File: src/rtl/prog_pkg.sv
// Shared constants, FSM state type and the SECDED syndrome helper for prog_top.
package prog_pkg;

    localparam logic [7:0] ENC_IN_BASE  = 8'd0;
    localparam logic [7:0] ENC_OUT_BASE = 8'd30;
    localparam logic [7:0] DEC_IN_BASE  = 8'd64;
    localparam logic [7:0] DEC_OUT_BASE = 8'd94;
    localparam logic [7:0] STR_BASE     = 8'd128;
    localparam logic [7:0] PAT_ADDR     = 8'd160;
    localparam logic [7:0] CNT_A_ADDR   = 8'd192;
    localparam logic [7:0] CNT_B_ADDR   = 8'd193;
    localparam logic [7:0] CNT_C_ADDR   = 8'd194;

    localparam int WORD_CNT = 15;
    localparam int BYTE_CNT = 32;

    typedef enum logic [2:0] {IDLE, P1, P2, P3_SCAN, P3_WR, DONE} state_t;

    // Returns {overall parity, 4-bit syndrome}; the syndrome is the XOR of set bit positions.
    function automatic logic [4:0] syndrome(input logic [15:0] w);
        logic [3:0] s;
        s = '0;
        for (int k = 1; k < 16; k++) begin
            if (w[k]) s = s ^ 4'(k);
        end
        return {^w, s};
    endfunction

endpackage

File: src/rtl/prog_dm.sv
// 256x8 data memory: two asynchronous read ports, one synchronous write port.
// Latency: reads combinational, writes land on the rising edge.
// Backpressure: none; the array is never cleared by reset.
module dm (
    input  logic       clk,
    input  logic [7:0] rd_addr_a,
    output logic [7:0] rd_dat_a,
    input  logic [7:0] rd_addr_b,
    output logic [7:0] rd_dat_b,
    input  logic       wr_en,
    input  logic [7:0] wr_addr,
    input  logic [7:0] wr_dat
);

    logic [7:0] core [256];

    assign rd_dat_a = core[rd_addr_a];
    assign rd_dat_b = core[rd_addr_b];

    always_ff @(posedge clk) begin
        if (wr_en) core[wr_addr] <= wr_dat;
    end

endmodule

File: src/rtl/prog_top.sv
// Fixed-function engine: runs SECDED encode, SECDED decode, pattern count in rotation per req.
// Latency: encode/decode 30 cycles, pattern count 35 cycles from the edge that samples req.
// Backpressure: req is ignored while a program runs; ack holds high until the next req.
module prog_top
    import prog_pkg::*;
(
    input  logic clk,
    input  logic reset,
    input  logic req,
    output logic ack
);

    localparam logic [3:0] LAST_WORD = 4'(WORD_CNT - 1);
    localparam logic [4:0] LAST_BYTE = 5'(BYTE_CNT - 1);

    state_t     state;
    logic [1:0] prog_ptr;
    logic [3:0] idx;
    logic       half;
    logic [4:0] kb;
    logic [1:0] wr_step;
    logic [3:0] prev_nib;
    logic [7:0] cnt_a, cnt_b, cnt_c;

    logic [7:0] rd_addr_a, rd_addr_b, rd_dat_a, rd_dat_b;
    logic [7:0] wr_addr, wr_dat, off;
    logic       wr_en;

    logic [15:0] enc_raw, enc_w, dec_in, dec_o;
    logic [4:0]  syn_e, syn_d;
    logic [10:0] dec_d;
    logic [3:0]  pos;
    logic        dec_fix, dec_de;
    logic [11:0] win;
    logic [3:0]  n_int, n_cross;

    dm dm1 (
        .clk       (clk),
        .rd_addr_a (rd_addr_a),
        .rd_dat_a  (rd_dat_a),
        .rd_addr_b (rd_addr_b),
        .rd_dat_b  (rd_dat_b),
        .wr_en     (wr_en),
        .wr_addr   (wr_addr),
        .wr_dat    (wr_dat)
    );

    always_comb begin
        off       = {3'b000, idx, 1'b0};
        rd_addr_a = ENC_IN_BASE + off;
        rd_addr_b = ENC_IN_BASE + off + 8'd1;
        if (state == P2) begin
            rd_addr_a = DEC_IN_BASE + off;
            rd_addr_b = DEC_IN_BASE + off + 8'd1;
        end else if (state == P3_SCAN) begin
            rd_addr_a = STR_BASE + {3'b000, kb};
            rd_addr_b = PAT_ADDR;
        end
    end

    // Parity bits come from the syndrome of the data-only word, which zeroes it once inserted.
    assign enc_raw = {rd_dat_b[2:0], rd_dat_a[7:4], 1'b0, rd_dat_a[3:1], 1'b0, rd_dat_a[0], 3'b000};
    assign syn_e   = syndrome(enc_raw);
    assign enc_w   = enc_raw | {7'b0, syn_e[3], 3'b0, syn_e[2], 1'b0, syn_e[1], syn_e[0],
                                syn_e[4] ^ (^syn_e[3:0])};

    always_comb begin
        dec_in  = {rd_dat_b, rd_dat_a};
        syn_d   = syndrome(dec_in);
        dec_fix = syn_d[4] && (syn_d[3:0] != 4'd0);
        dec_de  = !syn_d[4] && (syn_d[3:0] != 4'd0);
        dec_d   = '0;
        pos     = '0;
        for (int i = 0; i < 11; i++) begin
            pos      = (i == 0) ? 4'd3 : (i < 4) ? 4'(i + 4) : 4'(i + 5);
            dec_d[i] = dec_in[pos] ^ (dec_fix && (syn_d[3:0] == pos));
        end
        dec_o = {dec_de, 4'b0000, dec_d};
    end

    // Byte 0 has no predecessor, so its byte-crossing windows are not counted.
    always_comb begin
        win     = {prev_nib, rd_dat_a};
        n_int   = '0;
        n_cross = '0;
        for (int j = 0; j < 4; j++) begin
            if (win[j +: 5] == rd_dat_b[7:3]) n_int = n_int + 4'd1;
        end
        for (int j = 4; j < 8; j++) begin
            if (kb != 5'd0 && win[j +: 5] == rd_dat_b[7:3]) n_cross = n_cross + 4'd1;
        end
    end

    always_comb begin
        wr_en   = 1'b0;
        wr_addr = '0;
        wr_dat  = '0;
        case (state)
            P1: begin
                wr_en   = 1'b1;
                wr_addr = ENC_OUT_BASE + off + {7'b0, half};
                wr_dat  = half ? enc_w[15:8] : enc_w[7:0];
            end
            P2: begin
                wr_en   = 1'b1;
                wr_addr = DEC_OUT_BASE + off + {7'b0, half};
                wr_dat  = half ? dec_o[15:8] : dec_o[7:0];
            end
            P3_WR: begin
                wr_en = 1'b1;
                case (wr_step)
                    2'd0:    begin wr_addr = CNT_A_ADDR; wr_dat = cnt_a; end
                    2'd1:    begin wr_addr = CNT_B_ADDR; wr_dat = cnt_b; end
                    default: begin wr_addr = CNT_C_ADDR; wr_dat = cnt_c; end
                endcase
            end
            default: ;
        endcase
        // Reset aborts the program before the write that would share its edge.
        if (reset) wr_en = 1'b0;
    end

    always_ff @(posedge clk) begin
        if (reset) begin
            state    <= IDLE;
            prog_ptr <= 2'd1;
            ack      <= 1'b0;
            idx      <= '0;
            half     <= 1'b0;
            kb       <= '0;
            wr_step  <= '0;
            prev_nib <= '0;
            cnt_a    <= '0;
            cnt_b    <= '0;
            cnt_c    <= '0;
        end else begin
            case (state)
                IDLE, DONE: begin
                    if (req) begin
                        ack      <= 1'b0;
                        idx      <= '0;
                        half     <= 1'b0;
                        kb       <= '0;
                        wr_step  <= '0;
                        prev_nib <= '0;
                        cnt_a    <= '0;
                        cnt_b    <= '0;
                        cnt_c    <= '0;
                        case (prog_ptr)
                            2'd1:    state <= P1;
                            2'd2:    state <= P2;
                            default: state <= P3_SCAN;
                        endcase
                    end
                end
                P1, P2: begin
                    half <= ~half;
                    if (half) begin
                        idx <= idx + 4'd1;
                        if (idx == LAST_WORD) begin
                            state    <= DONE;
                            ack      <= 1'b1;
                            prog_ptr <= (state == P1) ? 2'd2 : 2'd3;
                        end
                    end
                end
                P3_SCAN: begin
                    cnt_a    <= cnt_a + {4'b0000, n_int};
                    cnt_b    <= cnt_b + {7'b0, n_int != 4'd0};
                    cnt_c    <= cnt_c + {4'b0000, n_int + n_cross};
                    prev_nib <= rd_dat_a[3:0];
                    kb       <= kb + 5'd1;
                    if (kb == LAST_BYTE) state <= P3_WR;
                end
                P3_WR: begin
                    wr_step <= wr_step + 2'd1;
                    if (wr_step == 2'd2) begin
                        state    <= DONE;
                        ack      <= 1'b1;
                        prog_ptr <= 2'd1;
                    end
                end
                default: state <= IDLE;
            endcase
        end
    end

endmodule

File: config.mk
export PLATFORM = sky130hd
export DESIGN_NAME = prog_top
export DESIGN_NICKNAME = d
export VERILOG_FILES = /design/src/rtl/prog_pkg.sv /design/src/rtl/prog_dm.sv /design/src/rtl/prog_top.sv
export SDC_FILE = /design/constraint.sdc
export NUM_CORES = 1
export LEC_CHECK = 0
export CAP_MARGIN = 40
export CORE_MARGIN = 2
export CORE_UTILIZATION = 61
export DETAILED_ROUTE_END_ITERATION = 8
export GPL_TIMING_DRIVEN = 0
export PLACE_DENSITY = 0.79
export SYNTH_ARGS = -nofsm -noshare
export SYNTH_HDL_FRONTEND = slang
export SYNTH_SLANG_ARGS = --single-unit
export TNS_END_PERCENT = 5
File: constraint.sdc
create_clock -name clk -period 3.07 [get_ports clk]
set_input_delay 0.7675 -clock clk [delete_from_list [all_inputs] [get_ports clk]]
set_output_delay 0.7675 -clock clk [all_outputs]
set_load 0.02 [all_outputs]
==> results_tabular.tex, run 1 <==
\begin{tabular}{lr}
\hline
Metric & Value \\
\hline
\multicolumn{2}{l}{\textbf{Yosys}} \\
Library cells used by synthesis & 49 \\
Largest cells by area after synthesis & sky130\_fd\_sc\_hd\_\_dfxtp\_1 (31\%), sky130\_fd\_sc\_hd\_\_nor2\_1 (6.2\%), sky130\_fd\_sc\_hd\_\_ha\_1 (5.4\%), sky130\_fd\_sc\_hd\_\_a21oi\_1 (3.9\%), sky130\_fd\_sc\_hd\_\_o21ai\_0 (3.0\%) \\
Mean post-synth cell area & 8.22 um\^{}2 \\
Flip-flop cell with the highest count after synthesis & sky130\_fd\_sc\_hd\_\_dfxtp\_1 \\
Count of synthesis-stage warnings from yosys & 0 \\
Syn Nets & 149 \\
Most numerous cell in the Yosys netlist & sky130\_fd\_sc\_hd\_\_nor2\_1 \\
Post-synth EDFFs & 0 \\
Synthesis-stage register bit count & 18 \\
Synthesized instance count & 141 \\
Async set-reset flop share out of synthesis & 0 \\
Post-synth top area cell & sky130\_fd\_sc\_hd\_\_dfxtp\_1 \\
Sequential-to-total area share from yosys stat & 0.311 \\
Area of the mapped netlist & 1160 um\^{}2 \\
Most used standard cells in the synthesized netlist & sky130\_fd\_sc\_hd\_\_nor2\_1 (19), sky130\_fd\_sc\_hd\_\_dfxtp\_1 (18), sky130\_fd\_sc\_hd\_\_a21oi\_1 (9) \\
Share of the synthesized area in the top cell type & 0.311 \\
\multicolumn{2}{l}{\textbf{Worst setup path}} \\
Kind of cell adding the most delay to the critical path & buffers and inverters \\
Worst R2R End & state[0] \\
Startpoint of the worst-slack reg-to-reg timing path & kb[0] \\
Required time of the critical path & 2.30 ns \\
Data arrival time of the critical path & 1.31 ns \\
Crit path buffers/inverters & 1 \\
Cell breakdown of the critical path & clkdlybuf4s50\_1 \\
Slowest stage cell on the critical path & sky130\_fd\_sc\_hd\_\_clkdlybuf4s50\_1 \\
Reg2Reg Depth & 6 \\
Max Fanout on Critical Path & 5 \\
CP max stage delay & 0.62 ns \\
Worst Setup SP & ack \\
Path type of the worst setup path & reg2out \\
Kind of start point of the critical path & flop \\
Kind of end point of the critical path & output port \\
Setup slack of the worst register-to-register path & 1.40 ns \\
\multicolumn{2}{l}{\textbf{STA}} \\
Final max-slew violation count & 0 \\
Worst Max-Slew Pin Slew & 0.515 ns \\
RSZ-0062 raised after global routing & false \\
Final worst-path cycle share & 0.676 \\
Worst setup slack after layout & around 0.99 ns \\
Sum of negative setup slack & 0 ns \\
Tightest slew margin relative to the limit & 0.656 \\
Worst Clk Skew & between 0.002 and 0.003 ns \\
Smallest hold slack & roughly 0.5 ns \\
Post-layout min period & approximately 2.1 ns \\
Achievable Freq & slightly below 500 MHz \\
Total count of hold-check failures in the final report & 0 \\
Final Setup Violations & 0 \\
\multicolumn{2}{l}{\textbf{Floorplanning}} \\
Number of core rows & 15 \\
Width of the chip & 47.6 um \\
Initial core utilization & 0.657 \\
Std-Cell Core Area & 1760 um\^{}2 \\
IO Pins & 4 \\
Die Outline Area & 2260 um\^{}2 \\
Die extent in y & 47.6 um \\
\multicolumn{2}{l}{\textbf{Clock network}} \\
Maximum buffer depth of the clock tree & 2 \\
Clock transition at the registers of the reported paths & 0.10 ns \\
Root Driver & sky130\_fd\_sc\_hd\_\_clkbuf\_4 \\
Clock tree from TritonCTS & yes \\
Clk Latency, worst-skew pair & $\sim$0.3 ns \\
Number of gates resized after CTS & 0 \\
Hold Buf Count CTS & 0 \\
Number of buffers created by CTS & 3 \\
Number of levels the H-tree was split into & 1 \\
Clock sink count & 18 \\
Post-CTS Setup Repair Bufs & 0 \\
\multicolumn{2}{l}{\textbf{Global route}} \\
Global-route wire length before repair & 4.04 mm \\
Pin count of the biggest net entering global routing & 11 \\
Number of antenna violations at the first check in global routing & 0 \\
Number of global-route vias before repair & 903 \\
Global router's overall resource usage & 0.263 \\
GR Overflow Total & 0 \\
\multicolumn{2}{l}{\textbf{Drt}} \\
Starting DRC count in detailed routing & 16 \\
Antenna-violating nets left & 0 \\
Post-route DRC & 0 \\
Routed via count & 1,048 \\
Mean routed wirelength per cell & 14.4 um \\
Total wire length after detailed routing & 2.47 mm \\
Drt pass-1 iters & 4 \\
Via-per-instance ratio & about 6.1 \\
\multicolumn{2}{l}{\textbf{Hold path}} \\
Worst Hold Depth & 2 \\
Class of the tightest hold or removal check & reg2reg \\
Sink of the worst hold path & wr\_step[1] \\
Min-Delay Startpoint & wr\_step[1] \\
\multicolumn{2}{l}{\textbf{Placed design}} \\
Worst setup slack after placement & 0.962 ns \\
I/O Buffers & 2 \\
Final weighted congestion in routability-driven placement & 0.829 \\
Detailed Place HPWL & 1.81 mm \\
\multicolumn{2}{l}{\textbf{Layout}} \\
Count of nets after finishing & 156 \\
Area growth from synthesis to final layout & 6.37\% \\
Fraction of layout instances using a drive strength above 1 & 0.144 \\
Antenna cell count & 0 \\
FF/Latch Area & about 360 um\^{}2 \\
Core occupancy in the finished layout & 0.699 \\
\# fillers & 172 \\
Footprint of the multi-input gates & between 700 and 800 um\^{}2 \\
\multicolumn{2}{l}{\textbf{Power and ir drop}} \\
Worst VDD drop & 0.272 mV \\
P per Cell Area & 326 nW/um\^{}2 \\
Design Power & 0.402 mW \\
Leakage power figure & 0.417 nW \\
\multicolumn{2}{l}{\textbf{Run status}} \\
Result of the run & finished, final reports clean \\
\multicolumn{2}{l}{\textbf{Flow run}} \\
Number of max-capacitance violations reported & 0 \\
\hline
\end{tabular}
==> how the worst max path moves through the flow <==
stage,endpoint,slack (ns),cells past startpoint
2_1_floorplan,idx[1],1.39,5
6_report,ack,0.99,1
3_5_place_dp,kb[0],0.96,3
3_3_place_gp,kb[0],0.96,3
4_1_cts,ack,0.98,1
5_1_grt,ack,0.93,1
==> layer usage <==
layer	global-route usage	vias up	routed length (um)
li1	-	522	-
met2	0.397	28	1090
met3	0.0566	8	111
met5	0	-	0
met4	0.157	0	71
met1	0.343	490	1190
==> layout make-up <==
cell class	instances	area share
buffer	9	0.0508
clock buffer	3	0.0183
inverter	7	0.0213
multi-input combinational	107	0.576
sequential	18	0.292
tap	25	0.0254
timing repair buffer	2	0.0162
==> logic make-up after synthesis <==
family,Yosys count,synth area share
buffers and inverters,16,0.0767
XOR/XNOR,4,0.0367
multiplexers,1,0.00972
AO/OA/AOI/OAI,43,0.263
adder cells (fa/ha/maj),5,0.0540
flip-flops,18,0.311
AND/OR/NAND/NOR,54,0.248
==> placed cells by master, fill, tap and decap left out, types with 4 or more instances in the layout <==
cell,netlist,routed
sky130_fd_sc_hd__nand2_1,7,7
sky130_fd_sc_hd__nor3_1,5,5
sky130_fd_sc_hd__nand2b_1,4,4
sky130_fd_sc_hd__nor2_1,19,19
sky130_fd_sc_hd__inv_1,7,7
sky130_fd_sc_hd__dfxtp_1,18,18
sky130_fd_sc_hd__a21oi_1,9,9
sky130_fd_sc_hd__o21ai_0,7,7
sky130_fd_sc_hd__ha_1,5,5
sky130_fd_sc_hd__nand3_1,5,5
==> flip-flops by register name, summed over array words and instances (netlist names) <==
signal and flops:
kb 5, idx 4, state 3, prog_ptr 2
wr_step 2, ack 1, half 1
==> metrics by stage <==
stage	std cells	area, um^2
after floorplan	141	1160
after global placement	168	1210
after detailed placement	168	1210
after CTS	171	1230
after global routing	171	1230
final	171	1230
==> worst reg2reg max path, cell delays in order (launching register included) <==
cell and delay [ns]:
sky130_fd_sc_hd__dfxtp_1 0.37, sky130_fd_sc_hd__ha_1 0.24, sky130_fd_sc_hd__and3_1 0.19, sky130_fd_sc_hd__ha_1 0.21
sky130_fd_sc_hd__a221oi_1 0.31, sky130_fd_sc_hd__o211ai_1 0.15, sky130_fd_sc_hd__a31oi_1 0.15
==> report_power, final <==
part / total [mW] / internal (mW) / switching, mW
sequential: 0.239 / 0.236 / 0.00356
clock: 0.119 / 0.0458 / 0.0729
combinational: 0.0435 / 0.0188 / 0.0247
total: 0.402 / 0.300 / 0.101
(Power assumes the default switching activity.)
==> inputs of run 2 (changes only) <==
--- a/config.mk
+++ b/config.mk
@@ -7,10 +7,10 @@
 export LEC_CHECK = 0
 export CAP_MARGIN = 40
 export CORE_MARGIN = 2
-export CORE_UTILIZATION = 61
+export CORE_UTILIZATION = 59
 export DETAILED_ROUTE_END_ITERATION = 8
 export GPL_TIMING_DRIVEN = 0
-export PLACE_DENSITY = 0.79
+export PLACE_DENSITY = 0.77
 export SYNTH_ARGS = -nofsm -noshare
 export SYNTH_HDL_FRONTEND = slang
 export SYNTH_SLANG_ARGS = --single-unit
==> constraint.sdc (replaced) <==
create_clock -name clk -period 2.2 [get_ports clk]
set_input_delay 0.55 -clock clk [delete_from_list [all_inputs] [get_ports clk]]
set_output_delay 0.55 -clock clk [all_outputs]
set_load 0.02 [all_outputs]
==> run 2 against run 1 <==
Net effect: global-route usage fell by 2.7 points; non-clock buffer count unchanged; sequential power up 40%; utilization decreased by 4.2 points; hold slack better by 0.011 ns; total power grew 51%; critical endpoint unchanged; largest cell class unchanged; largest power group unchanged.
==> results_tabular.tex, run 2 (synthesis results as in run 1) <==
\begin{tabular}{lr}
\hline
Metric & Value \\
\hline
\multicolumn{2}{l}{\textbf{Run status}} \\
Result of the run & finished, final reports clean \\
\multicolumn{2}{l}{\textbf{STA}} \\
Sum of negative setup slack & 0 ns \\
RSZ-0062 raised after global routing & false \\
Worst Max-Slew Pin Slew & about 0.53 ns \\
Smallest hold slack & 0.511 ns \\
Tightest slew margin relative to the limit & 0.649 \\
Post-layout min period & 1.87 ns \\
Worst Clk Skew & 0.000852 ns \\
Achievable Freq & approximately 540 MHz \\
Worst setup slack after layout & 0.335 ns \\
Final max-slew violation count & 0 \\
Total count of hold-check failures in the final report & 0 \\
Final worst-path cycle share & 0.848 \\
Final Setup Violations & 0 \\
\multicolumn{2}{l}{\textbf{Clock network}} \\
Clk Latency, worst-skew pair & 0.30 ns \\
Post-CTS Setup Repair Bufs & 0 \\
Clock tree from TritonCTS & yes \\
Hold Buf Count CTS & 0 \\
Number of gates resized after CTS & 0 \\
Maximum buffer depth of the clock tree & 2 \\
Number of buffers created by CTS & 3 \\
Root Driver & sky130\_fd\_sc\_hd\_\_clkbuf\_4 \\
Number of levels the H-tree was split into & 1 \\
Clock transition at the registers of the reported paths & 0.11 ns \\
Clock sink count & 18 \\
\multicolumn{2}{l}{\textbf{Hold path}} \\
Class of the tightest hold or removal check & reg2reg \\
\multicolumn{2}{l}{\textbf{Global route}} \\
Number of antenna violations at the first check in global routing & 0 \\
Number of global-route vias before repair & 973 \\
Pin count of the biggest net entering global routing & 11 \\
GR Overflow Total & 0 \\
Global-route wire length before repair & 4.39 mm \\
Global router's overall resource usage & 0.236 \\
\multicolumn{2}{l}{\textbf{Worst setup path}} \\
Kind of end point of the critical path & output port \\
Setup slack of the worst register-to-register path & 0.57 ns \\
Data arrival time of the critical path & 1.32 ns \\
CP max stage delay & 0.63 ns \\
Required time of the critical path & roughly 1.7 ns \\
Crit path buffers/inverters & 1 \\
Kind of cell adding the most delay to the critical path & buffers and inverters \\
Max Fanout on Critical Path & 5 \\
Slowest stage cell on the critical path & sky130\_fd\_sc\_hd\_\_clkdlybuf4s50\_1 \\
Path type of the worst setup path & reg2out \\
Kind of start point of the critical path & flop \\
Cell breakdown of the critical path & clkdlybuf4s50\_1 \\
\multicolumn{2}{l}{\textbf{Placed design}} \\
Final weighted congestion in routability-driven placement & 0.914 \\
Detailed Place HPWL & 1.88 mm \\
Worst setup slack after placement & around 0.26 ns \\
I/O Buffers & 2 \\
Cells after DPL & 170 \\
\multicolumn{2}{l}{\textbf{Layout}} \\
Fraction of layout instances using a drive strength above 1 & 0.150 \\
FF/Latch Area & 360 um\^{}2 \\
Most common cell after layout, fill and taps aside & sky130\_fd\_sc\_hd\_\_nor2\_1 \\
Count of nets after finishing & 156 \\
Layout Cells excl Fill & 174 \\
Flip-flop count of the largest register after layout & 5 \\
Footprint of the multi-input gates & 709 um\^{}2 \\
\# fillers & 170 \\
Leading cell types in the layout, fill and taps excluded & sky130\_fd\_sc\_hd\_\_nor2\_1 (19), sky130\_fd\_sc\_hd\_\_dfxtp\_1 (18), sky130\_fd\_sc\_hd\_\_a21oi\_1 (9) \\
Largest registers & kb x5, idx x4, state x3 \\
Antenna cell count & 0 \\
Register with the most flip-flops & kb \\
Area growth from synthesis to final layout & 7.78\% \\
\multicolumn{2}{l}{\textbf{Flow run}} \\
Number of max-capacitance violations reported & 0 \\
\multicolumn{2}{l}{\textbf{Drt}} \\
Mean routed wirelength per cell & about 14 um \\
Total wire length after detailed routing & approximately 2.5 mm \\
Post-route DRC & 0 \\
Routed via count & about 1,000 \\
Via-per-instance ratio & between 5 and 6 \\
Antenna-violating nets left & 0 \\
Starting DRC count in detailed routing & 33 \\
Drt pass-1 iters & 4 \\
\multicolumn{2}{l}{\textbf{Floorplanning}} \\
Std-Cell Core Area & 1900 um\^{}2 \\
Die Outline Area & 2330 um\^{}2 \\
Number of core rows & 16 \\
Die extent in y & between 40 and 50 um \\
IO Pins & 4 \\
Width of the chip & 48.3 um \\
Initial core utilization & 0.609 \\
\multicolumn{2}{l}{\textbf{Power and ir drop}} \\
Worst VDD drop & 0.277 mV \\
P per Cell Area & 484 nW/um\^{}2 \\
Leakage power figure & 0.424 nW \\
\hline
\end{tabular}
## run 2: cell count changes in the layout (fill, tap and decap cells not counted), sizes merged
| cell | delta |
|---|---|
| clkbuf | +1 |
## run 2: layer usage
layer	vias up	track usage	routed length, um
met5	-	0	0
met4	0	0.0714	37
met3	5	0.0370	122
met2	25	0.412	1290
met1	485	0.301	1060
li1	524	-	-
## run 2: report_power, final
part           leakage [nW]  internal, mW  switching (mW)
Combinational         0.258        0.0262          0.0342
Sequential            0.145         0.329         0.00458
Clock                0.0210         0.101           0.109
Total                 0.424         0.456           0.148
## run 2: worst min-delay path: stages (launching register included)
cell	delay (ns)
sky130_fd_sc_hd__dfxtp_1	0.35
sky130_fd_sc_hd__nand2_1	0.06
sky130_fd_sc_hd__a211oi_1	0.06
## run 2: final timing paths
| check | start | to | cells past startpoint |
|---|---|---|---|
| max | ack | ack | 1 |
| min reg2reg | prog_ptr[1] | prog_ptr[1] | 2 |
| min | prog_ptr[1] | prog_ptr[1] | 2 |
| max reg2reg | kb[0] | state[0] | 6 |
## run 2: through the flow
stage,total power [mW],cell area [um^2],utilization
floorplan,0.387,1160,-
global placement,0.400,1210,0.638
detailed placement,0.402,1210,0.638
CTS,0.610,1250,0.657
global route,0.634,1250,0.657
finish,0.605,1250,0.657
## run 2: area by class of cell
type,count,area share
Inverter,7,0.0210
Tap cell,27,0.0271
Buffer,9,0.0501
Clock buffer,4,0.0291
Multi-Input combinational cell,107,0.568
Sequential cell,18,0.289
Timing Repair Buffer,2,0.0160
